--- src/rtl/trace_capture_buffer.sv ---
// trace_capture_buffer
// Debug trace stage that sits behind the single-cycle core. It keeps a
// circular pre-trigger history of the core's per-cycle observation word and a
// fixed post-trigger window. Once capture completes, it replays the retained
// window oldest-first over a valid/ready handshake.
module trace_capture_buffer #(
   parameter int DEPTH = 16,
   parameter int POST  = 8,
   parameter int AW    = 4
) (
   input  logic        clk,
   input  logic        reset,
   input  logic        arm,
   input  logic [12:0] trig_mask,
   input  logic [12:0] trig_match,
   input  logic [12:0] z_MD,
   input  logic [31:0] z_ALU_out,
   input  logic [31:0] z_RF_WD,
   input  logic        rd_ready,
   output logic        rd_valid,
   output logic [76:0] rd_data,
   output logic [1:0]  st,
   output logic        triggered
);

   typedef enum logic [1:0] {
      ST_IDLE  = 2'd0,
      ST_ARMED = 2'd1,
      ST_POST  = 2'd2,
      ST_DONE  = 2'd3
   } state_t;

   // The fill count needs one bit more than a pointer so that it can hold DEPTH.
   localparam logic [AW:0]   FILL_MAX  = (AW+1)'(DEPTH);
   localparam logic [AW-1:0] POST_INIT = AW'(POST);
   localparam logic [AW-1:0] PTR_ONE   = AW'(1);
   localparam logic [AW:0]   CNT_ONE   = (AW+1)'(1);

   state_t         st_q, st_d;
   logic [AW-1:0]  wr_ptr_q, wr_ptr_d;
   logic [AW-1:0]  rd_ptr_q, rd_ptr_d;
   logic [AW:0]    fill_q, fill_d;
   logic [AW:0]    rd_cnt_q, rd_cnt_d;
   logic [AW-1:0]  post_cnt_q, post_cnt_d;
   logic           triggered_q, triggered_d;
   logic           rd_valid_q, rd_valid_d;

   logic [76:0]    mem_q [DEPTH];

   logic           hit_s;
   logic           wr_en_s;
   logic           rd_fire_s;
   logic [76:0]    sample_s;
   logic [AW-1:0]  wr_ptr_inc_s;
   logic [AW:0]    fill_inc_s;
   logic [76:0]    rd_data_s;

   assign hit_s        = ((z_MD & trig_mask) == trig_match);
   assign sample_s     = {z_MD, z_ALU_out, z_RF_WD};
   assign wr_en_s      = (st_q == ST_ARMED) || (st_q == ST_POST);
   assign wr_ptr_inc_s = wr_ptr_q + PTR_ONE;
   assign fill_inc_s   = (fill_q == FILL_MAX) ? fill_q : (fill_q + CNT_ONE);
   // A readout handshake that coincides with arm is dropped: the restart wins.
   assign rd_fire_s    = rd_valid_q && rd_ready && !arm;

   // Next-state logic for the capture/readout controller and its counters.
   always_comb begin
      st_d        = st_q;
      wr_ptr_d    = wr_ptr_q;
      rd_ptr_d    = rd_ptr_q;
      fill_d      = fill_q;
      rd_cnt_d    = rd_cnt_q;
      post_cnt_d  = post_cnt_q;
      triggered_d = triggered_q;
      case (st_q)
         ST_IDLE: begin
            if (arm) begin
               st_d        = ST_ARMED;
               wr_ptr_d    = {AW{1'b0}};
               fill_d      = {(AW+1){1'b0}};
               triggered_d = 1'b0;
            end else begin
               st_d = ST_IDLE;
            end
         end
         ST_ARMED: begin
            wr_ptr_d = wr_ptr_inc_s;
            fill_d   = fill_inc_s;
            if (hit_s) begin
               triggered_d = 1'b1;
               post_cnt_d  = POST_INIT;
               if (POST_INIT != {AW{1'b0}}) begin
                  st_d = ST_POST;
               end else begin
                  // No post window: the trigger sample closes the capture.
                  st_d     = ST_DONE;
                  rd_cnt_d = fill_inc_s;
                  rd_ptr_d = wr_ptr_inc_s - fill_inc_s[AW-1:0];
               end
            end else begin
               st_d = ST_ARMED;
            end
         end
         ST_POST: begin
            wr_ptr_d   = wr_ptr_inc_s;
            fill_d     = fill_inc_s;
            post_cnt_d = post_cnt_q - PTR_ONE;
            if (post_cnt_q == PTR_ONE) begin
               // Oldest retained entry sits fill entries behind the write pointer;
               // a saturated fill wraps this back to the write pointer itself.
               st_d     = ST_DONE;
               rd_cnt_d = fill_inc_s;
               rd_ptr_d = wr_ptr_inc_s - fill_inc_s[AW-1:0];
            end else begin
               st_d = ST_POST;
            end
         end
         ST_DONE: begin
            if (arm) begin
               st_d        = ST_ARMED;
               wr_ptr_d    = {AW{1'b0}};
               fill_d      = {(AW+1){1'b0}};
               triggered_d = 1'b0;
            end else if (rd_fire_s) begin
               rd_ptr_d = rd_ptr_q + PTR_ONE;
               rd_cnt_d = rd_cnt_q - CNT_ONE;
               if (rd_cnt_q == CNT_ONE) begin
                  st_d = ST_IDLE;
               end else begin
                  st_d = ST_DONE;
               end
            end else if (rd_cnt_q == {(AW+1){1'b0}}) begin
               st_d = ST_IDLE;
            end else begin
               st_d = ST_DONE;
            end
         end
         default: begin
            st_d = ST_IDLE;
         end
      endcase
      rd_valid_d = (st_d == ST_DONE) && (rd_cnt_d != {(AW+1){1'b0}});
   end

   // Controller state, pointers, counters and the registered valid flag.
   always_ff @(posedge clk or posedge reset) begin
      if (reset) begin
         st_q        <= ST_IDLE;
         wr_ptr_q    <= {AW{1'b0}};
         rd_ptr_q    <= {AW{1'b0}};
         fill_q      <= {(AW+1){1'b0}};
         rd_cnt_q    <= {(AW+1){1'b0}};
         post_cnt_q  <= {AW{1'b0}};
         triggered_q <= 1'b0;
         rd_valid_q  <= 1'b0;
      end else begin
         st_q        <= st_d;
         wr_ptr_q    <= wr_ptr_d;
         rd_ptr_q    <= rd_ptr_d;
         fill_q      <= fill_d;
         rd_cnt_q    <= rd_cnt_d;
         post_cnt_q  <= post_cnt_d;
         triggered_q <= triggered_d;
         rd_valid_q  <= rd_valid_d;
      end
   end

   // Trace storage: one sample per cycle while capturing; contents need no reset.
   always_ff @(posedge clk) begin
      if (wr_en_s) begin
         mem_q[wr_ptr_q] <= sample_s;
      end
   end

   // Read port is combinational and forced to zero outside of readout.
   always_comb begin
      rd_data_s = 77'd0;
      if (st_q == ST_DONE) begin
         rd_data_s = mem_q[rd_ptr_q];
      end else begin
         rd_data_s = 77'd0;
      end
   end

   assign rd_valid  = rd_valid_q;
   assign rd_data   = rd_data_s;
   assign st        = st_q;
   assign triggered = triggered_q;

endmodule

--- config.mk ---
export PLATFORM = sky130hd
export DESIGN_NAME = trace_capture_buffer
export DESIGN_NICKNAME = d
export VERILOG_FILES = /design/src/rtl/trace_capture_buffer.sv
export SDC_FILE = /design/constraint.sdc
export NUM_CORES = 1
export LEC_CHECK = 0
export CELL_PAD_IN_SITES_DETAIL_PLACEMENT = 1
export CELL_PAD_IN_SITES_GLOBAL_PLACEMENT = 2
export CORE_MARGIN = 1
export CORE_UTILIZATION = 40
export DETAILED_ROUTE_END_ITERATION = 12
export PLACE_DENSITY_LB_ADDON = 0.2
export SLEW_MARGIN = 10
export SYNTH_ARGS = -nofsm -noshare
export SYNTH_HDL_FRONTEND = slang
export SYNTH_SLANG_ARGS = --single-unit
export TNS_END_PERCENT = 50
--- constraint.sdc ---
create_clock -name clk -period 11.75 [get_ports clk]
set_clock_uncertainty 0.05 [all_clocks]
set_input_delay 2.35 -clock clk [delete_from_list [all_inputs] [get_ports clk]]
set_output_delay 2.35 -clock clk [all_outputs]
set_load 0.02 [all_outputs]
---- Yosys cells after proc, flatten, opt, wreduce, memory -nomap -nowiden ----
Memory sizes are Yosys's and may differ from the RTL's.
Index checks and enable logic that the tools add are counted.
cells by class
  $add $sub $neg .......................... 6
  eq/ne operators ......................... 13
  multiplexer cells ....................... 29
  bitwise logic cells ..................... 1
  reductions and logical operators ........ 16
operators with widths
  operator             count
  $mux 77              1
  $mux 5               5
  $pmux 4 s2           3
  $mux 4               5
  $pmux 5 s2           2
  $and 13x13->13       1
  $eq 13x13->1         1
  $mux 2               5
  $add 4x1->4 const B  2
  $pmux 2 s4           1
  $eq 2x2->1 const B   3
  $mux 1               6
  $ne 2x2->1 const B   3
  $reduce_bool 2->1    3
  $add 5x1->5 const B  1
  $eq 5x1->1 const B   1
  $eq 5x5->1 const B   1
  $logic_not 5->1      1
  $reduce_bool 5->1    1
  $sub 5x1->5 const B  1
  $eq 4x1->1 const B   1
  $ne 2x1->1 const B   2
  $reduce_and 4->1     1
  $reduce_or 2->1      2
  other kinds (10)     12
word-level totals
  register bits after elaboration ......... 26
  RAM bits ................................ 1,232
  output and inout bits ................... 81
  word-level logic and storage cells ...... 74
  memories ................................ 1
memories
  memory  depth  width  read ports  clocked after memory_dff  wr ports  RTL line  source
  mem_q   16     77     1           0                         1         48        logic [76:0] mem_q [DEPTH];

---- Logic depth before layout (Yosys ltp) ----
Gate-level depths: netlist of run 1.
  depth in word-level cells ............... 7
  depth in mapped cells ................... 11

---- Worst setup path before layout of run 1 ----
No wires, ideal clock.
  path kind ............................... register -> register
  start point ............................. register st_q[0] (netlist: st[0])
  end point ............................... memory mem_q[3][0] (enable)
  data arrival time ....................... 6.757 ns
  data required time ...................... 11.093 ns
  slack ................................... 4.336 ns
  stages on the path, launching flop included .. 7
  buffers on the path ..................... 2
  clock period less this slack ............ 7.414 ns
  path through ............................ dfrtp_1 -> inv_1 -> ha_1 -> clkbuf_1 -> buf_1 -> nand2_1 -> nor3_1
on the way
  word-level cells in the longest chain between the ends .. 4
  elaborated cells between the ends (all ways) .. 5
  those cells by class .................... eq/ne (2); mux (2); reduce/logical (1)
RTL lines
  item                                             RTL line  source
  start: declaration                               39        state_t st_q, st_d;
  start signal: assignment                         157       st_q <= st_d;
  $eq 2x1->1 / $eq 2x2->1 (equally long branches)  60        assign wr_en_s = (st_q == ST_ARMED) || (st_q == ST_POST);
  $logic_or 1x1->1 *                               60
  $mux 1 *                                         170       if (wr_en_s) begin
  $mux 1 (not written as such) *                   171       mem_q[wr_ptr_q] <= sample_s;
  end: declaration                                 48
Mark *: on every way between the ends. The rest lies on a longest branch, timed or not.

---- Worst setup path in the final report of run 1 ----
  start point ............................. register rd_ptr_q[0]
  end point ............................... output rd_data[35]
on the way
  word-level cells in the longest chain between the ends .. 2
RTL lines
  item                      RTL line  source
  start: declaration        41        logic [AW-1:0] rd_ptr_q, rd_ptr_d;
  start signal: assignment  150       rd_ptr_q <= {AW{1'b0}};
  start signal: assignment  159       rd_ptr_q <= rd_ptr_d;
  $mem_v2 16x77             n/a
  $mux 77                   178       if (st_q == ST_DONE) begin
  end: declaration          21        output logic [76:0] rd_data,
No other way between the ends.

==> run summary, run 1 <==
Status: complete, no violations
Layout cell share with drive strength beyond 1: 27.19%
Critical path type: flip-flop to output pin
CTS tree: done
Worst R2R Path Depth: 7
Area leader, netlist: edfxtp_1
Crit path required time: 9.35 ns
Die Area: 123000 sq um
CTS max path bufs: 3
IO Port Bufs: 187
Post-detail-place hpwl: 59820 microns
Post-synth top area share: 76.08%
Slew headroom: 27.53%
Router iterations before antenna repair: 5
Final ANT Viol Nets: 0
F_max: 0.1303 GHz
Critical path fanouts, max: 110
Arrival time worst endpoint: 5.27 ns
IO Pins: 188
Initial Utilization: 40.42%
RSZ-0062 raised after global routing: no
Core Region: 120300 sq um
Worst hold path class: flip-flop to flip-flop
Row cnt: 127
Final setup TNS: 0 ns
Die X: 350.7 microns
Post-CTS sizing: 0
CTS clock-pin slew for the worst setup and hold paths: 0.06 ns
Final Hold Viols: 0
Syn Nets: 2159
DR iter-0 viols: 1899
Dpl ws: 4.652 ns
Final WL: 119600 microns
H-tree Lvls: 4
Setup crit end kind: output pin
EDFF count, synth: 1232
Final worst-path cycle share: 65.30%
Pins over their slew limit: 0
Ys async rst share: 2.067%
Syn avg cell area: 23.93 sq um
Seq/Total Area, Yosys: 77.42%
Least-Margin Pin Slew: 1.087 ns
Largest net degree at the start of global routing: 164
Global-route wire length before repair: 172900 microns
# DRC: 0
Post-synthesis instance total: 2032
Tot Pwr: 10760 uW
Final GP Congestion: 0.7161
Setup crit start kind: flip-flop
TritonCTS Buffers: 136
Area contributors post-synth: edfxtp_1, mux4_2, dfrtp_1
Root buf cell: clkbuf_16
Distinct cells, synth: 54
Via density: 5.523
Initial antenna violation count: 14
Main flop type after synthesis: edfxtp_1
Worst hold stages: 1
Die height: 350.7 microns
Pleak: 0.01769 uW
GRT Util Overall: 19.86%
Final Critical Period: 7.673 ns
Yosys warns: 0
Vias in the first global route: 24.39k
Cell Pwr Density: 188.9 nW/um^2
Post-CTS Setup Bufs: 0
Clk_lat worst skew: 0.74 ns
Worst setup margin: 4.077 ns
Count leader, synth: edfxtp_1
Wire per inst: 29.73 microns
Maxcap violations: 0
Hold Buf Count CTS: 0
Yosys reg bits: 1258
# setup viols final: 0
Area delta synth->final: 17.19%
Cell area after synthesis: 48620 sq um
Fin nets: 2427
Commonest cells in the netlist: edfxtp_1, mux4_2, and2_1
Clk sinks: 1258
Total number of vias: 22.22k
VDD IR max: 129.2 uV
GRT overflow: 0
-- sequential cells by signal (all words and copies together) (netlist names) --
signal,cells
fill_q,5
rd_cnt_q,5
rd_ptr_q,4
wr_ptr_q,4
st,2
rd_valid,1
mem_q,1232
triggered,1
post_cnt_q,4
-- layout make-up --
type | count | area, sq um
multi-input combinational | 654 | 10620
antenna | 2 | 5.005
clock buffer | 170 | 3583
inverter | 17 | 63.81
sequential | 1258 | 37660
timing repair buffer | 233 | 2242
clock inverter | 77 | 794.5
fill | 10680 | 63310
tap | 1612 | 2017
-- final timing paths --
kind	slack, ns	start	endpoint
setup / recovery	4.08	rd_ptr_q[0]	rd_data[35]
hold / removal	0.48	rd_cnt_q[4]	rd_cnt_q[4]
setup reg to reg	7.60	st[0]	mem_q[4][30]
hold reg to reg	0.48	rd_cnt_q[4]	rd_cnt_q[4]
max in group asynchronous	9.37	reset	rd_ptr_q[2]
min in group asynchronous	1.96	reset	st[0]
-- kinds of logic after synthesis --
family / Yosys count / share of synthesized area [%]
flip-flops: 1258 / 77.42
multiplexers: 390 / 17.94
AND/OR/NAND/NOR: 176 / 2.033
buffers and inverters: 120 / 1.009
AO/OA/AOI/OAI: 55 / 0.8054
adder cells (fa/ha/maj): 20 / 0.5301
XOR/XNOR: 13 / 0.2625
-- cell usage in the layout (no fill, tap or decap), drive strengths merged, types with 26 or more instances in the layout --
cell type      netlist  routed
dfrtp               26      26
and2                78      78
edfxtp            1232    1232
inv                 17      27
clkinv               0      52
mux4               385     385
clkbuf              67     170
nand2               31      31
buf                 36      46
clkdlybuf4s50        0     187
-- per-stage QoR --
| stage | hold slack [ns] | area (sq um) | util, % | cells |
|---|---|---|---|---|
| 3_3_place_gp | 0.4363 | 52600 | 43.73 | 3774 |
| 2_1_floorplan | 0.4166 | 48620 | - | 2032 |
| 6_report | 0.4756 | 56980 | 47.37 | 4023 |
| 4_1_cts | 0.4730 | 56980 | 47.37 | 4021 |
| 5_1_grt | 0.4906 | 56980 | 47.37 | 4022 |
| 3_5_place_dp | 0.4589 | 52600 | 43.73 | 3774 |
-- critical path, cell delays in order (launching register included) --
cell             delay (ns)
dfrtp_4                1.09
buf_4                  0.71
buf_12                 0.75
mux4_2                 0.60
mux4_2                 0.52
and2_1                 0.18
clkdlybuf4s50_1        0.53
-- per-layer routing --
layer,up-vias,GRT usage (%),routed length (microns)
met5,-,0,141
met4,22,4.670,2051
met3,165,3.992,5733
met2,489,32.76,59780
met1,12311,27.23,51910
li1,9231,-,-
-- power breakdown --
group / switching [uW] / leakage (uW) / internal, uW
registers: 110 / 0.0115 / 5450
clock network: 1770 / 0.00214 / 2450
logic: 691 / 0.00409 / 301
No activity file was read; power rests on OpenSTA's default activity.
==> inputs of run 2 (changes only) <==
clock period = 6.65 ns   (was 11.75 ns; I/O delays follow)
==> run 2 against run 1 <==
  * Global-route usage shrank 0.12 points
  * Cell count rose by 0.17%
  * Final area rose by 0.40%
  * Flip-flop and latch count unchanged
  * Combinational power grew 78%
  * Core utilization up 0.19 points
  * Register-to-register slack lost 4.2 ns
  * Routed wire length decreased by 0.97%
  * Count of clock-buffer cells in the layout rose by 2
  * Non-clock buffer count grew 6
  * Via count decreased by 0.65%
==> run summary, run 2 (synthesis results as in run 1) <==
Max FFs per register: 1232
Internal Power: 14430 uW
Final GP Congestion: 0.7171
Vias in the first global route: 24.63k
RSZ-0062 raised after global routing: no
Post-CTS Setup Bufs: 0
H-tree Lvls: 4
Crit path required time: 5.27 ns
Wire per inst: 29.40 microns
Maxcap violations: 0
Die Area: 123000 sq um
Area delta synth->final: 17.65%
Core Region: 120300 sq um
Initial antenna violation count: 8
Die X: 350.7 microns
Reg power frac: 52.0%
GRT Util Overall: 19.74%
Layout cell share with drive strength beyond 1: 27.22%
Final Critical Period: 5.455 ns
Buffers & Inverters on Critical Path: 2
# setup viols final: 0
GRT overflow: 0
Final worst-path cycle share: 82.03%
Critical path, cell by cell: buf_4 -> mux4_2 -> mux4_2 -> and2_1 -> clkdlybuf4s50_1
Clock network power share: 38.6%
Clk sinks: 1258
Layout Utilization: 47.56%
# DRC: 0
IO Port Bufs: 187
Setup crit end kind: output pin
Die height: 350.7 microns
Arrival time worst endpoint: 4.07 ns
Final Hold Viols: 0
Router iterations before antenna repair: 5
CTS clock-pin slew for the worst setup and hold paths: 0.05 ns
Slew headroom: 24.59%
Switching power: 4455 uW
Root buf cell: clkbuf_16
Most used cell, CP: mux4_2
Hold Buf Count CTS: 0
Commonest non-fill, non-tap cell in the layout: edfxtp_1
Post-CTS sizing: 0
DR iter-0 viols: 1759
Pleak: 0.01774 uW
CP max stage cell: dfrtp_4
Least-Margin Pin Slew: 1.129 ns
CTS tree: done
IO Pins: 188
Most frequent cells in the layout: edfxtp_1, mux4_2, clkdlybuf4s50_1, clkbuf_16, and2_1
Final-layout fill cell count: 10.69k
Row cnt: 127
Tot Pwr: 18880 uW
Post-detail-place hpwl: 59420 microns
Total number of vias: 22.07k
Global-route wire length before repair: 172000 microns
Final ANT Viol Nets: 0
CTS max path bufs: 3
Largest regs: mem_q x1232, fill_q x5, rd_cnt_q x5
Initial Utilization: 40.42%
Setup crit start kind: flip-flop
Critical path type: flip-flop to output pin
TritonCTS Buffers: 136
Final WL: 118500 microns
Logic pwr share: 9.4%
Critical path fanouts, max: 32
Cell Pwr Density: 330.1 nW/um^2
F_max: 0.1833 GHz
Pins over their slew limit: 0
Final setup TNS: 0 ns
Worst hold path class: flip-flop to flip-flop
Fin nets: 2433
Critical path's top delay family: buffers and inverters
Status: complete, no violations
Top reg by flops: mem_q
Max stage delay on crit path: 0.92 ns
Switching share of power: 23.59%
Via density: 5.477
VDD IR max: 263.3 uV
Largest net degree at the start of global routing: 101
Clk_lat worst skew: 0.72 ns
[run 2: cell types whose count changed in the layout (fill, tap and decap cells not counted), sizes merged]
cell,before,now
clkbuf,170,172
diode,2,1
inv,27,22
buf,46,52
bufinv,12,9
clkinvlp,3,5
clkinv,52,58
[run 2: worst paths after layout]
kind	start	to	slack, ns	depth (start not counted)
worst max-delay path	rd_ptr_q[0]	rd_data[61]	1.20	5
worst max register to register	st[0]	mem_q[0][51]	3.42	5
max in group asynchronous	reset	rd_ptr_q[0]	5.28	3
min in group asynchronous	reset	rd_valid	0.95	3
worst min-delay path	rd_cnt_q[4]	rd_cnt_q[4]	0.47	1
worst min register to register	rd_cnt_q[4]	rd_cnt_q[4]	0.47	1
[run 2: metal layers]
| layer | part of all wire [%] | global-route usage [%] |
|---|---|---|
| met1 | 43 | 26.52 |
| met2 | 51 | 33.60 |
| met3 | 4.1 | 3.335 |
| met4 | 1.6 | 4.741 |
| met5 | 0.071 | 0 |
[run 2: stage by stage]
stage | cells | cell area (sq um) | hold slack [ns] | setup slack (ns)
final | 4030 | 57210 | 0.4693 | 1.195
after global routing | 4029 | 57200 | 0.4827 | 0.9942
after CTS | 4029 | 57200 | 0.4744 | 1.069
after detailed placement | 3780 | 52890 | 0.4615 | 1.871
after global placement | 3779 | 52870 | 0.4382 | 1.879
after floorplan | 2032 | 48630 | 0.4166 | -0.4494
[run 2: final cells by class]
type                       instances  area, sq um  share of cell area (%)
multi-input combinational        654        10620                   18.57
tap                             1612         2017                   3.526
timing repair buffer             239         2525                   4.414
clock inverter                    77        650.6                   1.137
inverter                          17        63.81                  0.1115
antenna                            1        2.502                0.004374
clock buffer                     172         3666                   6.408
sequential                      1258        37660                   65.83
[run 2: power groups by stage]
stage                     Combinational [uW]  Clock, uW  Sequential, uW
after CTS                               1860       7470            9830
after global placement                  1820          0            9940
after global routing                    1920       7740            9880
after floorplan                          895          0           10000
after detailed placement                1840          0            9990
final                                   1770       7290            9820
==> inputs of run 3 (changes only) <==
clock period = 5.3 ns   (was 6.65 ns; I/O delays follow)
==> run 3 against run 2 <==
  * Global-route usage shrank 0.11 points
  * Critical endpoint is now rd_data[23]
  * Highest routed layer unchanged
  * Non-clock buffer count rose by 13
  * Worst hold slack worse by 0.0064 ns
  * Largest power group unchanged
==> run summary, run 3 (synthesis results as in run 1) <==
Final ANT Viol Nets: 0
Core Region: 120300 sq um
H-tree Lvls: 4
Highest metal used: met5
IO Port Bufs: 187
Top reg by flops: mem_q
Final GP Congestion: 0.7049
RSZ-0062 raised after global routing: no
Commonest non-fill, non-tap cell in the layout: edfxtp_1
Switching share of power: 23.37%
Initial antenna violation count: 15
# setup viols final: 0
Max stage delay on crit path: 0.85 ns
Fin nets: 2447
WL met3: 5984 microns
Wire per inst: 29.22 microns
VDD IR max: 290.5 uV
Root buf cell: clkbuf_16
Via density: 5.451
GRT overflow: 0
Maxcap violations: 0
Tot Pwr: 23910 uW
Area delta synth->final: 18.26%
TritonCTS Buffers: 137
Die X: 350.7 microns
Placed Instance Area: 53080 sq um
Cell Pwr Density: 415.7 nW/um^2
Layout Utilization: 47.80%
Final Critical Period: 4.960 ns
Most used cell, CP: mux4_2
Setup crit start kind: flip-flop
IO Pins: 188
Final worst-path cycle share: 93.59%
Total number of vias: 22.03k
Largest net degree at the start of global routing: 104
Pins over their slew limit: 0
Row cnt: 127
Critical path type: flip-flop to output pin
Die Area: 123000 sq um
Setup crit end kind: output pin
Final WL: 118100 microns
Post-CTS sizing: 0
Critical path, cell by cell: buf_12 -> mux4_2 -> mux4_2 -> and2_1 -> clkdlybuf4s50_1
CTS max path bufs: 3
Post-CTS Setup Bufs: 0
GRT Util Overall: 19.63%
Critical path fanouts, max: 39
Initial Utilization: 40.42%
Final Hold Viols: 0
Vias in the first global route: 24.39k
Hold Buf Count CTS: 0
CTS clock-pin slew for the worst setup and hold paths: 0.06 ns
Pleak: 0.01788 uW
Internal Power: 18320 uW
DR iter-0 viols: 1928
Max FFs per register: 1232
Logic pwr share: 9.4%
Design Area, Final: 57500 sq um
F_max: 0.2016 GHz
Largest regs: mem_q x1232, fill_q x5, rd_cnt_q x5
Status: complete, no violations
Reg power frac: 51.5%
Router iterations before antenna repair: 7
Worst hold path class: flip-flop to flip-flop
Clk sinks: 1258
Switching power: 5588 uW
CTS tree: done
Global-route wire length before repair: 171500 microns
Layout cell share with drive strength beyond 1: 27.84%
Arrival time worst endpoint: 3.85 ns
Met1 Wirelength: 50320 microns
Least-Margin Pin Slew: 0.9066 ns
Post-detail-place hpwl: 60980 microns
Clock network power share: 39.1%
Slew headroom: 39.56%
Clk_lat worst skew: 0.72 ns
Final-layout fill cell count: 10.63k
Crit path required time: 4.19 ns
Die height: 350.7 microns
Most frequent cells in the layout: edfxtp_1, mux4_2, clkdlybuf4s50_1, clkbuf_16, and2_1
CP max stage cell: dfrtp_4
Metal2 WL: 59490 microns
# DRC: 0
[run 3: changes by cell type in the layout (fill, tap and decap cells not counted), sizes merged]
cell | before | now
inv | 22 | 23
clkbuf | 172 | 166
diode | 1 | 4
bufinv | 9 | 12
clkinv | 58 | 55
buf | 52 | 65
[run 3: metrics by stage]
step,TNS [ns],instances,hold slack [ns],setup slack [ns]
global route,0,4038,0.4983,0.1679
floorplan,-20.16,2032,0.4166,-0.04857
global placement,0,3793,0.4331,1.057
finish,0,4041,0.4629,0.3400
detailed placement,0,3793,0.4454,0.9139
CTS,0,4037,0.4635,0.2478
[run 3: critical path: cells and delay by family (launching register included)]
kind	cells	cell delay, ns
multiplexers	2	1.04
flip-flops	1	0.85
AND/OR/NAND/NOR	1	0.18
buffers and inverters	2	1.02
[run 3: worst paths after layout]
kind	start	endpoint	slack (ns)	cells after the start
setup / recovery	rd_ptr_q[0]	rd_data[23]	0.34	5
hold / removal	rd_cnt_q[4]	rd_cnt_q[4]	0.46	1
setup reg to reg	st[0]	rd_valid	2.26	7
hold reg to reg	rd_cnt_q[4]	rd_cnt_q[4]	0.46	1
max in group asynchronous	reset	rd_ptr_q[2]	4.20	3
min in group asynchronous	reset	fill_q[3]	0.70	3
[run 3: metal layers]
layer,GRT usage (%),up-vias
met4,5.017,14
li1,-,9269
met1,26.44,12025
met5,0,-
met3,3.547,168
met2,33.05,551
[run 3: power by group through the flow]
stage / Sequential, uW / Clock [uW] / Combinational [uW]
after global placement: 12500 / 0 / 2290
after global routing: 12400 / 9890 / 2420
final: 12300 / 9360 / 2240
after detailed placement: 12500 / 0 / 2310
after floorplan: 12500 / 0 / 1120
after CTS: 12300 / 9560 / 2330
[run 3: final cells by class]
cell class	instances	area, sq um	area share [%]
timing repair buffer	252	2710	4.713
clock inverter	78	729.5	1.269
clock buffer	166	3685	6.408
tap	1612	2017	3.507
multi-input combinational	654	10630	18.48
sequential	1258	37660	65.49
inverter	17	63.81	0.1110
antenna	4	10.01	0.01741
